--- src/rtl/prm_pkg.sv ---
// Shared types and defaults for the PRM edge-mask accumulation pipeline.
package prm_pkg;

    localparam int unsigned PRM_NUM_EDGES = 512;
    localparam int unsigned PRM_CHUNK     = 32;

    typedef enum logic [1:0] {
        ST_ACCUM = 2'd0,
        ST_COUNT = 2'd1,
        ST_HOLD  = 2'd2
    } prm_state_e;

    // Width able to hold any blocked-edge count from 0 to n inclusive.
    function automatic int unsigned prm_bcnt_w(input int unsigned n);
        return $clog2(n + 1);
    endfunction

endpackage

--- src/rtl/prm_popcnt_chunk.sv ---
// Combinational population count of one CHUNK-bit slice of the accumulated mask.
module prm_popcnt_chunk #(
    parameter  int unsigned CHUNK = 32,
    localparam int unsigned CW    = $clog2(CHUNK + 1)
) (
    input  logic [CHUNK-1:0] i_bits,
    output logic [CW-1:0]    o_cnt
);

    always_comb begin
        o_cnt = '0;
        for (int i = 0; i < CHUNK; i++) begin
            o_cnt = o_cnt + CW'(i_bits[i]);
        end
    end

endmodule

--- src/rtl/prm_edge_mask_accum.sv ---
// OR-accumulates per-voxel edge masks over a frame, counts blocked edges one
// chunk per cycle, then hands the free-edge vector to the planner.
module prm_edge_mask_accum
    import prm_pkg::*;
#(
    parameter int unsigned NUM_EDGES = PRM_NUM_EDGES,
    parameter int unsigned CHUNK     = PRM_CHUNK,
    parameter int unsigned VCNT_W    = 16
) (
    input  logic                                clk,
    input  logic                                rst,
    input  logic                                in_valid,
    output logic                                in_ready,
    input  logic [NUM_EDGES-1:0]                in_mask,
    input  logic                                in_last,
    output logic                                out_valid,
    input  logic                                out_ready,
    output logic [NUM_EDGES-1:0]                out_free,
    output logic [prm_bcnt_w(NUM_EDGES)-1:0]    out_blocked_cnt,
    output logic [VCNT_W-1:0]                   out_voxel_cnt,
    output logic                                busy
);

    localparam int unsigned BCNT_W = prm_bcnt_w(NUM_EDGES);
    localparam int unsigned NCHUNK = NUM_EDGES / CHUNK;
    localparam int unsigned IDX_W  = (NCHUNK > 1) ? $clog2(NCHUNK) : 1;
    localparam int unsigned PC_W   = $clog2(CHUNK + 1);

    prm_state_e              r_state;
    logic [NUM_EDGES-1:0]    r_acc;
    logic [VCNT_W-1:0]       r_vcnt;
    logic [BCNT_W-1:0]       r_bcnt;
    logic [IDX_W-1:0]        r_idx;

    logic [NCHUNK-1:0][CHUNK-1:0] w_acc_chunks;
    logic [CHUNK-1:0]             w_chunk;
    logic [PC_W-1:0]              w_pc;

    // View the accumulator as an array of chunks so idx selects one directly.
    assign w_acc_chunks = r_acc;
    assign w_chunk      = w_acc_chunks[r_idx];

    prm_popcnt_chunk #(
        .CHUNK (CHUNK)
    ) u_popcnt (
        .i_bits (w_chunk),
        .o_cnt  (w_pc)
    );

    always_ff @(posedge clk or posedge rst) begin
        if (rst) begin
            r_state <= ST_ACCUM;
            r_acc   <= '0;
            r_vcnt  <= '0;
            r_bcnt  <= '0;
            r_idx   <= '0;
        end else begin
            case (r_state)
                ST_ACCUM: begin
                    if (in_valid) begin
                        r_acc <= r_acc | in_mask;
                        if (r_vcnt != '1) begin
                            r_vcnt <= r_vcnt + VCNT_W'(1);
                        end
                        if (in_last) begin
                            r_state <= ST_COUNT;
                            r_idx   <= '0;
                            r_bcnt  <= '0;
                        end
                    end
                end
                ST_COUNT: begin
                    r_bcnt <= r_bcnt + BCNT_W'(w_pc);
                    r_idx  <= r_idx + IDX_W'(1);
                    if (r_idx == IDX_W'(NCHUNK - 1)) begin
                        r_state <= ST_HOLD;
                    end
                end
                ST_HOLD: begin
                    if (out_ready) begin
                        r_state <= ST_ACCUM;
                        r_acc   <= '0;
                        r_vcnt  <= '0;
                        r_bcnt  <= '0;
                        r_idx   <= '0;
                    end
                end
                default: r_state <= ST_ACCUM;
            endcase
        end
    end

    // Handshake signals decode only the state register; no input-to-output paths.
    assign in_ready        = (r_state == ST_ACCUM);
    assign out_valid       = (r_state == ST_HOLD);
    assign busy            = (r_state != ST_ACCUM);
    assign out_free        = ~r_acc;
    assign out_blocked_cnt = r_bcnt;
    assign out_voxel_cnt   = r_vcnt;

endmodule

--- config.mk ---
export PLATFORM = sky130hd
export DESIGN_NAME = prm_edge_mask_accum
export DESIGN_NICKNAME = d
export VERILOG_FILES = /design/src/rtl/prm_pkg.sv /design/src/rtl/prm_popcnt_chunk.sv /design/src/rtl/prm_edge_mask_accum.sv
export SDC_FILE = /design/constraint.sdc
export NUM_CORES = 2
export LEC_CHECK = 0
export CORE_AREA = 2 2 407 409
export DETAILED_ROUTE_END_ITERATION = 16
export DIE_AREA = 0 0 409 411
export GPL_ROUTABILITY_DRIVEN = 0
export HOLD_SLACK_MARGIN = 0.06
export PLACE_DENSITY = 0.34
export SLEW_MARGIN = 15
export SYNTH_ARGS = -nofsm -noshare
export SYNTH_HDL_FRONTEND = slang
export SYNTH_SLANG_ARGS = --single-unit
--- constraint.sdc ---
create_clock -name clk -period 23.8 [get_ports clk]
set_clock_uncertainty 0.1 [all_clocks]
set_input_delay 2.38 -clock clk [delete_from_list [all_inputs] [get_ports clk]]
set_output_delay 2.38 -clock clk [all_outputs]
set_load 0.02 [all_outputs]
==> run metrics <==
Crit-path slowest cell buf_4; Top cell by count, worst path fa_1; drt pass-1 iters 5; CP Class reg2reg; # clock sinks about 540; largest family of logic cells by synthesized area multiplexers; DRT antenna net count 0; HPWL after DPL 138 mm; first-pass GRT wire length roughly 230 mm; cell chosen for the clock root clkbuf_16; max_cap viols 0; Top Usage Layer GRT met2; met3 usage 5.27%; synthesized flop and latch total between 500 and 600; DRC violations left 0; Period Utilization, post-route between 40 and 50%; setup_tns 0 ps; top cells by count, synth 559 x inv_1, 544 x dfrtp_1, 534 x nor2_1; Setup-failing EPs final 0; multiplexer share of the synthesized area between 10 and 15%; CTS tree yes; yosys warns 0; vias in the first global route 24424; Post-layout nets between 4000 and 5000; Simple-Gate Fraction of Synth Area around 9.0%; Yosys cell types just over 50; Crit path arrival time 10090 ps; clock transition at the registers of the reported paths approximately 60 ps; die area 168000 sq um; layout cells sized above 1 about 8.8%; initial DRC count about 1500; Avg Inst Size Synth just under 10 sq um; die height between 400 and 500 um; Final Cell Area ~42000 sq um; H-tree depth 3; syn_nets about 3200; GR Util All Layers just under 20%; startpoint types register; Skew-Pair Late Insertion Delay 700 ps; initial core utilization between 10% and 20%; hold depth 2; post-synthesis xor/xnor area fraction 0.534%; # resized after CTS 0; final hold slack 417 ps; HP Class reg2reg; final count of pins violating max slew 0; final hold viol count 0; fin crit period roughly 9600 ps; Peak Freq 104 MHz; Yosys top cell by area dfrtp_1; normalized max-slew margin a little under a third; Placement Setup Slack approximately 14000 ps; worst slew pin tran between 1000 and 1500 ps; Post-Synth Adder-Cell Area approximately 2.7%; Vias/cell about 4; count leader, synth inv_1; CTS max path bufs 3; CP endpoint kind register; worst-path fanout max 41; Synth area leaders dfrtp_1 52%, mux4_2 14%, a21oi_1 9.9%; post-synthesis compound-gate area fraction ~11%; pin count of the biggest net entering global routing roughly 170; Area growth, synth to finish 59.0%; row count 149; GR Layer Usage met2 about 36%; # IOs about 1100; sequential share of the synthesized area about half; CP peak stage delay around 720 ps; Worst R2R Path Depth 25; # Post-CTS Setup Buffers 0; Mapped Cells between 2000 and 3000; placed inst area about 39000 sq um; initial antenna violation count 62; fillcell total 17650; number of flops mapped to enable cells by yosys 0; cts hold-fix bufs 0; CORE AREA between 150000 and 200000 sq um; Routed WL 172 mm; drt wl/cell slightly below 30 um; Num CTS Buffers 78; RSZ-0062 raised after global routing no; M1 GR Usage between 20% and 30%; GRT overflow 0; post-synth top area share around half; Required @ worst endpoint roughly 24000 ps; Synth Flop Type dfrtp_1; Die W about 410 um; Syn Std Cell Area roughly 26000 sq um; status complete, no violations; asr flop ratio synth 100%; routed via count roughly 24000; port bufs 1057; Final WS setup between 10000 and 15000 ps
## stage by stage
step / cells / util [%]
2_1_floorplan: 2641 / -
3_3_place_gp: 5756 / 23.8
3_5_place_dp: 5756 / 23.8
4_1_cts: 5896 / 25.5
5_1_grt: 5899 / 25.5
6_report: 5903 / 25.5
## cell type report
type                       instances  area [sq um]  share of cell area [%]
sequential                       544         13600                    32.6
antenna                            7          17.5                  0.0420
clock inverter                    26           445                    1.07
inverter                         561          2110                    5.06
timing repair buffer            1085         10800                    25.9
tap                             2189          2740                    6.56
clock buffer                     114          2280                    5.46
multi-input combinational       1377          9730                    23.3
## logic make-up after synthesis
| family | after synthesis |
|---|---|
| buffers and inverters | 720 |
| AND/OR/NAND/NOR | 595 |
| AO/OA/AOI/OAI | 564 |
| flip-flops | 544 |
| multiplexers | 161 |
| adder cells (fa/ha/maj) | 41 |
| XOR/XNOR | 16 |
## critical path: cells and delay by family (launching register included)
family	cells	cell delay (ps)
XOR/XNOR	1	140
flip-flops	1	680
AO/OA/AOI/OAI	5	660
AND/OR/NAND/NOR	2	580
adder cells (fa/ha/maj)	9	4420
buffers and inverters	6	1580
multiplexers	2	1250
## flip-flops by register name (all words and copies together) (netlist names)
register / cells
r_idx: 4
r_state: 2
out_blocked_cnt: 10
r_acc: 512
out_voxel_cnt: 16
## layer usage
layer,share of wire [%],vias up
met5,0.17,-
met4,1.9,46
met3,6.3,185
met2,52,761
met1,40,12202
li1,-,10529
## path summary, 6_finish.rpt
path,slack [ps],to,startpoint
min in group asynchronous,2080,r_acc[222]$_DFFE_PP0P_,rst
hold reg to reg,420,r_acc[435]$_DFFE_PP0P_,r_acc[435]$_DFFE_PP0P_
setup reg to reg,14220,out_blocked_cnt[7]$_DFFE_PP0P_,r_idx[0]$_DFFE_PP0P_
max in group asynchronous,18380,r_acc[350]$_DFFE_PP0P_,rst
hold / removal,420,r_acc[435]$_DFFE_PP0P_,r_acc[435]$_DFFE_PP0P_
setup / recovery,14220,out_blocked_cnt[7]$_DFFE_PP0P_,r_idx[0]$_DFFE_PP0P_
## cell usage in the layout, fill, tap and decap left out, types with 5 or more instances in the layout
master and count:
nor2b_1 5, dfrtp_1 540, clkbuf_1 18, inv_1 558, nand3_1 10, diode_2 7, clkinv_2 10, mux4_2 160
a21oi_1 522, clkbuf_8 17, fa_1 25, nand2_1 15, clkbuf_16 79, o21ai_0 13, clkdlybuf4s50_1 1057, buf_4 27
xor2_1 11, ha_1 16, nor2_1 534, nor3_1 5, xnor2_1 5, bufinv_16 8
Power is left out: the tool's default activity adds up to more than one toggle a clock period on the data nets, which glitch-free logic cannot reach.
